===== src/rtl/prio_enc_pend.sv =====
// rtl/prio_enc_pend.sv - sticky-pending priority encoder with registered valid/ready index slot
//
// Optional feature macro: PENC_MASK_EN (adds the mask input; default build has no mask)
//
// Ports:
//   clk        in   rising-edge clock
//   rst        in   asynchronous active-high reset, clears all state
//   enable     in   0 = ignore req; pending and output slot keep operating
//   clear      in   synchronous flush of pending and slot, dominates all other inputs
//   req        in   [N-1:0] request pulses, sampled at every edge with enable=1
//   mask       in   [N-1:0] (PENC_MASK_EN only) 1 = exclude bit from selection
//   out_valid  out  slot holds a request
//   out_idx    out  [IDX_W-1:0] index of the request in the slot
//   out_ready  in   consumer accepts the slot when out_valid && out_ready
//   pending    out  [N-1:0] pending requests, excluding the one in the slot
//   dropped    out  one-cycle pulse: a req bit arrived while already pending
module prio_enc_pend #(
    parameter int N        = 8,
    parameter int LSB_HIGH = 1,
    localparam int IDX_W   = $clog2(N)
) (
    input  logic             clk,
    input  logic             rst,
    input  logic             enable,
    input  logic             clear,
    input  logic [N-1:0]     req,
`ifdef PENC_MASK_EN
    input  logic [N-1:0]     mask,
`endif
    output logic             out_valid,
    output logic [IDX_W-1:0] out_idx,
    input  logic             out_ready,
    output logic [N-1:0]     pending,
    output logic             dropped
);

    logic [N-1:0]     elig;
    logic [N-1:0]     req_en;
    logic [N-1:0]     moved;
    logic [IDX_W-1:0] sel_idx;
    logic             sel_hit;
    logic             load;

`ifdef PENC_MASK_EN
    // Masked bits keep capturing; they only sit out of selection.
    assign elig = pending & ~mask;
`else
    assign elig = pending;
`endif

    assign req_en = req & {N{enable}};
    assign load   = !out_valid || out_ready;

    // Scan from lowest to highest priority so the last hit is the winner.
    always_comb begin
        sel_idx = '0;
        if (LSB_HIGH != 0) begin
            for (int i = N - 1; i >= 0; i--) begin
                if (elig[i]) sel_idx = IDX_W'(i);
            end
        end else begin
            for (int i = 0; i < N; i++) begin
                if (elig[i]) sel_idx = IDX_W'(i);
            end
        end
    end

    assign sel_hit = |elig;

    // One-hot of the bit leaving pending for the slot this edge.
    always_comb begin
        moved = '0;
        if (load && sel_hit) moved[sel_idx] = 1'b1;
    end

    always_ff @(posedge clk or posedge rst) begin
        if (rst) begin
            pending   <= '0;
            out_valid <= 1'b0;
            out_idx   <= '0;
            dropped   <= 1'b0;
        end else if (clear) begin
            pending   <= '0;
            out_valid <= 1'b0;
            out_idx   <= '0;
            dropped   <= 1'b0;
        end else begin
            if (load) begin
                out_valid <= sel_hit;
                out_idx   <= sel_idx;
            end
            // A new req on the bit being moved re-pends it (set wins).
            pending <= (pending & ~moved) | req_en;
            dropped <= |(req_en & pending & ~moved);
        end
    end

endmodule


===== config.mk =====
export PLATFORM = sky130hd
export DESIGN_NAME = prio_enc_pend
export DESIGN_NICKNAME = d
export VERILOG_FILES = /design/src/rtl/prio_enc_pend.sv
export SDC_FILE = /design/constraint.sdc
export NUM_CORES = 1
export LEC_CHECK = 0
export ABC_AREA = 0
export CAP_MARGIN = 20
export CORE_MARGIN = 2
export CORE_UTILIZATION = 30
export CTS_CLUSTER_DIAMETER = 200
export DETAILED_ROUTE_END_ITERATION = 6
export HOLD_SLACK_MARGIN = 0.15
export PLACE_DENSITY_LB_ADDON = 0.25
export SYNTH_ARGS = -nofsm -noshare
export SYNTH_HDL_FRONTEND = slang
export SYNTH_SLANG_ARGS = --single-unit

===== constraint.sdc =====
create_clock -name clk -period 2.5 [get_ports clk]
set_input_delay 0.625 -clock clk [delete_from_list [all_inputs] [get_ports clk]]
set_output_delay 0.625 -clock clk [all_outputs]
set_load 0.01 [all_outputs]

==> results.py, run 1 <==
metrics = {
    "logic_synthesis": {
        "ys_types": 26,
        "synth_area_um2": 682,
        "avgSynthCellArea_um2": 8.97,
        "ys_async_sr_fraction_pct": 100,
        "synth_edf_count": 0,
        "synth_most_common_cell": "dfrtp_1",
        "synth_top_area_cell": "dfrtp_1",
        "yosys-top-cells-count": "13 x dfrtp_1, 11 x a21oi_1, 8 x nand2_1, 8 x nor2_1, 6 x inv_1",
        "yosysWarnings": 0,
        "syn_nets": 89,
        "syn_inst": 76,
        "synth_top_area_share_pct": 47.7,
        "synth_area_leaders": "dfrtp_1 48%, a21oi_1 8.1%, a22oi_1 4.4%",
        "synthFlopType": "dfrtp_1",
        "ys_ff_latch": 13,
        "yosysSeqAreaShare_pct": 47.7,
    },
    "place": {
        "dp_cells": 128,
        "gp_congestion": 0.778,
        "portBuffers": 25,
        "pre_cts_ws_ns": 0.467,
        "dp_hpwl_um": 1220,
    },
    "worst_setup_path": {
        "crit_family": "buffers and inverters",
        "worstSetupPathType": "register to output pin",
        "cp_slowest_cell": "clkdlybuf4s50_1",
        "crit_chain": "clkdlybuf4s50_1",
        "slowest_delay_ns": 0.58,
        "cp_max_fo": 8,
        "cp.arrival_ns": 1.32,
        "crit_path_end_kind": "output pin",
        "cp.required_ns": 1.88,
        "cp-start-kind": "register",
        "critPathBufInv": 1,
    },
    "cells_and_area": {
        "drive_gt1_share_pct": 9.62,
        "syn_to_final_growth_pct": 45.1,
        "finalNetCount": 118,
        "n_antenna_cell": 0,
        "nFillCells": 226,
        "final_cells": 132,
        "utilization_pct": 45.6,
    },
    "timing": {
        "slew_violations": 0,
        "fin_hold_ws_ns": 0.512,
        "relSlewSlack_pct": 65.5,
        "rsz0062_at_grt": "no",
        "setup_viol": 0,
        "hold_violations": 0,
        "fin_skew_ns": 0.00623,
        "worst_pin_slew_ns": 0.516,
        "fmax_mhz": 515,
        "min_period_ns": 1.94,
        "finalCritPeriodShare_pct": 77.7,
        "postLayoutSetupSlackWorst_ns": 0.558,
        "fin_tns_setup_ns": 0,
    },
    "die": {
        "die_area_um2": 2670,
        "fp.coreArea_um2": 2170,
        "rows": 17,
        "dieWidth_um": 51.7,
        "start_util_pct": 31.4,
        "die_h_um": 51.7,
        "ioPinCount": 26,
    },
    "grt": {
        "grt_max_degree": 15,
        "grt_pass1_vias": 586,
        "antenna_found_initial": 0,
        "overflow": 0,
        "grtUsageTotal_pct": 13.7,
        "grt_pass1_wl_um": 2640,
    },
    "drt": {
        "antenna_left": 0,
        "viasPerCell": 4.84,
        "first_pass_iters": 4,
        "post-route-drc-count": 0,
        "via_count": 639,
        "drt_iter0_drc": 7,
        "wl_per_cell_um": 12.3,
        "drt-total-wl_um": 1620,
    },
    "clock_tree": {
        "clock_latency_ns": 0.28,
        "post_cts_resized": 0,
        "clockBufferDepth": 2,
        "path_clk_slew_ns": 0.08,
        "htree_levels": 1,
        "cts_sinks": 13,
        "clockRootBuffer": "clkbuf_4",
        "cts_tree": "done",
        "cts_setup_buffers": 0,
        "hold_buffers": 0,
        "cts_made_buffers": 3,
    },
    "power": {
        "p_per_area_nw_per_um2": 504,
        "leakage_nw": 0.431,
        "peakVddDrop_mv": 0.327,
    },
    "status": {
        "outcome": "completed",
    },
    "min_path": {
        "min_path_type": "register to register",
    },
    "flow_run": {
        "max_cap_viol_count": 0,
    },
}
==> power by group <==
group / internal (mW) / switching (mW) / total [mW] / leakage, nW
clock network: 0.0619 / 0.0658 / 0.128 / 0.0150
registers: 0.225 / 0.0168 / 0.242 / 0.173
logic: 0.0682 / 0.0616 / 0.130 / 0.243
==> registers in the layout (all words and copies together), names as in the netlist <==
signal,cells
pending,8
out_idx,3
dropped,1
out_valid,1
==> final cells by class <==
cell class	instances	area [µm²]	area share [%]
sequential	13	325	32.9
clock buffer	4	26.3	2.65
timing repair buffer	26	258	26.0
tap	28	35.0	3.54
inverter	6	22.5	2.28
multi-input combinational	55	323	32.6
==> stage by stage <==
stage	area, µm²	power [mW]
floorplan	682	0.310
global placement	963	0.375
detailed placement	963	0.376
CTS	990	0.503
global route	990	0.535
finish	990	0.499
==> final timing paths <==
check / from / end / slack (ns) / depth (start not counted)
worst max register to register: pending[4] / dropped / 1.02 / 5
worst min-delay path: out_idx[0] / out_idx[0] / 0.51 / 2
worst min register to register: out_idx[0] / out_idx[0] / 0.51 / 2
max in group asynchronous: rst / out_idx[0] / 1.50 / 2
worst max-delay path: pending[6] / pending[6] / 0.56 / 1
min in group asynchronous: rst / pending[6] / 0.67 / 2
==> cell families (layout without fill, tap and decap cells) <==
group           Yosys count  in the layout  share of synthesized area, %
compound gates           29             29                          26.6
buf+inv                   8             36                          4.95
flops                    13             13                          47.7
simple gates             26             26                          20.7
==> layout by cell type, fill, tap and decap left out, drive strengths merged <==
cell type,netlist,layout
a211oi,1,1
a21oi,11,11
a22oi,4,4
a311oi,1,1
a31oi,2,2
a32oi,1,1
and2b,1,1
buf,1,1
clkbuf,1,4
clkdlybuf4s50,0,25
dfrtp,13,13
inv,6,6
nand2,8,8
nand2b,1,1
nand3,3,3
nand3b,1,1
nand4,2,2
nor2,10,10
o211a,1,1
o21a,1,1
o21ai,5,5
o21bai,1,1
o41ai,1,1
==> routing by layer <==
metal | track usage, % | share of wire (%)
met1 | 18.3 | 49
met3 | 2.87 | 4.4
met4 | 9.21 | 2.5
met5 | 0 | 0
met2 | 19.7 | 44
No activity file was read; power rests on OpenSTA's default activity.
==> inputs of run 2 (changes only) <==
==> constraint.sdc (replaced) <==
create_clock -name clk -period 1.6 [get_ports clk]
set_input_delay 0.4 -clock clk [delete_from_list [all_inputs] [get_ports clk]]
set_output_delay 0.4 -clock clk [all_outputs]
set_load 0.01 [all_outputs]
==> results.py, run 2 (same netlist as run 1, synthesis figures left out) <==
metrics = {
    "status": {
        "outcome": "completed",
    },
    "cells_and_area": {
        "final_cells": 146,
        "regMostFlops": "pending",
        "n_antenna_cell": 0,
        "drive_gt1_share_pct": 23.7,
        "finalNetCount": 132,
        "mostFrequentLayoutCells": "17 x clkdlybuf4s50_1, 15 x buf_4, 11 x a21oi_1, 10 x dfrtp_1",
        "reg_top3": "pending: 8 flops, out_idx: 3 flops",
        "syn_to_final_growth_pct": 62.9,
        "layout_commonest_cell": "clkdlybuf4s50_1",
        "largest_register_ffs": 8,
    },
    "place": {
        "portBuffers": 25,
        "gp_congestion": 0.812,
        "dp_cells": 137,
        "dp_hpwl_um": 1270,
    },
    "drt": {
        "route.met3.wl_um": 102,
        "wl_per_cell_um": 12.0,
        "via_count": 715,
        "viasPerCell": 4.90,
        "drt-total-wl_um": 1760,
        "post-route-drc-count": 0,
        "first_pass_iters": 4,
        "highest_layer": "met4",
        "routed-wl-met2_um": 836,
        "antenna_left": 0,
        "drt_iter0_drc": 13,
        "wl_met1_um": 803,
    },
    "power": {
        "peakVddDrop_mv": 0.441,
        "leakage_nw": 0.586,
        "p_per_area_nw_per_um2": 738,
    },
    "worst_setup_path": {
        "slowest_delay_ns": 0.54,
        "cp.arrival_ns": 1.16,
        "cp-start-kind": "register",
        "critPathBufInv": 1,
        "crit_path_end_kind": "output pin",
        "cp_slowest_cell": "clkdlybuf4s50_1",
        "crit_chain": "clkdlybuf4s50_1",
        "worstSetupPathType": "register to output pin",
        "cp.required_ns": 1.20,
        "cp_max_fo": 2,
        "crit_family": "buffers and inverters",
    },
    "timing": {
        "worst_pin_slew_ns": 0.495,
        "setup_viol": 0,
        "fin_hold_ws_ns": 0.444,
        "hold_violations": 0,
        "fin_tns_setup_ns": 0,
        "finalCritPeriodShare_pct": 97.6,
        "relSlewSlack_pct": 67.0,
        "rsz0062_at_grt": "no",
        "slew_violations": 0,
        "fmax_mhz": 640,
        "min_period_ns": 1.56,
        "fin_skew_ns": 0.00149,
    },
    "clock_tree": {
        "cts_sinks": 13,
        "cts_tree": "done",
        "clockRootBuffer": "clkbuf_4",
        "clockBufferDepth": 2,
        "path_clk_slew_ns": 0.08,
        "clock_latency_ns": 0.27,
        "htree_levels": 1,
        "hold_buffers": 0,
        "cts_made_buffers": 3,
    },
    "grt": {
        "grt_pass1_vias": 670,
        "grt_pass1_wl_um": 2930,
        "overflow": 0,
        "grt_max_degree": 14,
        "grtUsageTotal_pct": 14.9,
        "antenna_found_initial": 0,
    },
    "die": {
        "rows": 17,
        "die_h_um": 51.7,
        "dieWidth_um": 51.7,
        "start_util_pct": 31.4,
        "ioPinCount": 26,
        "fp.coreArea_um2": 2170,
        "die_area_um2": 2670,
    },
    "flow_run": {
        "max_cap_viol_count": 0,
    },
    "min_path": {
        "min_path_type": "input port to asynchronous set/reset pin",
    },
}
==> run 2: path summary, 6_finish.rpt <==
| kind | from | end | slack (ns) | cells after the start |
|---|---|---|---|---|
| worst max-delay path | out_idx[1] | out_idx[1] | 0.04 | 1 |
| worst min-delay path | rst | pending[7] | 0.44 | 2 |
| worst max register to register | pending[1] | dropped | 0.11 | 6 |
| worst min register to register | out_idx[0] | out_idx[0] | 0.51 | 2 |
| max in group asynchronous | rst | pending[0] | 0.80 | 2 |
| min in group clk | out_idx[0] | out_idx[0] | 0.51 | 2 |
==> run 2: layout make-up <==
type / instances / area [µm²]
clock buffers: 4 / 26.3
well taps: 28 / 35.0
flip-flops and latches: 13 / 329
repair buffers: 40 / 372
fillers: 216 / 1060
multi-input cells: 55 / 327
inverters: 6 / 22.5
==> run 2: what timing repair did <==
item	CTS	global route
buffers inserted	5	0
cloned	0	0
resized for setup	6	6
endpoints found under the setup margin	8	6
hold endpoints to repair	0	0
pin swaps	0	0
==> run 2: through the flow <==
stage          setup WS, ns  util, %  area (µm²)  power, mW
2_1_floorplan         0.255        -         682      0.485
3_3_place_gp         -0.162     47.5        1030      0.616
3_5_place_dp         -0.178     47.5        1030      0.615
4_1_cts              0.0118     50.5        1090      0.826
5_1_grt             0.00143     51.2        1110      0.860
6_report             0.0383     51.2        1110      0.820
==> run 2: per-layer routing <==
layer  track usage (%)  vias to the layer above
met2              22.9                       24
li1                  -                      358
met4              7.89                        0
met1              19.7                      331
met3              3.16                        2
met5                 0                        -
==> run 2: power by group <==
| group | total (mW) | internal, mW | switching [mW] | leakage (nW) |
|---|---|---|---|---|
| clock | 0.203 | 0.0966 | 0.106 | 0.0150 |
| sequential | 0.369 | 0.352 | 0.0170 | 0.168 |
| combinational | 0.249 | 0.134 | 0.115 | 0.402 |
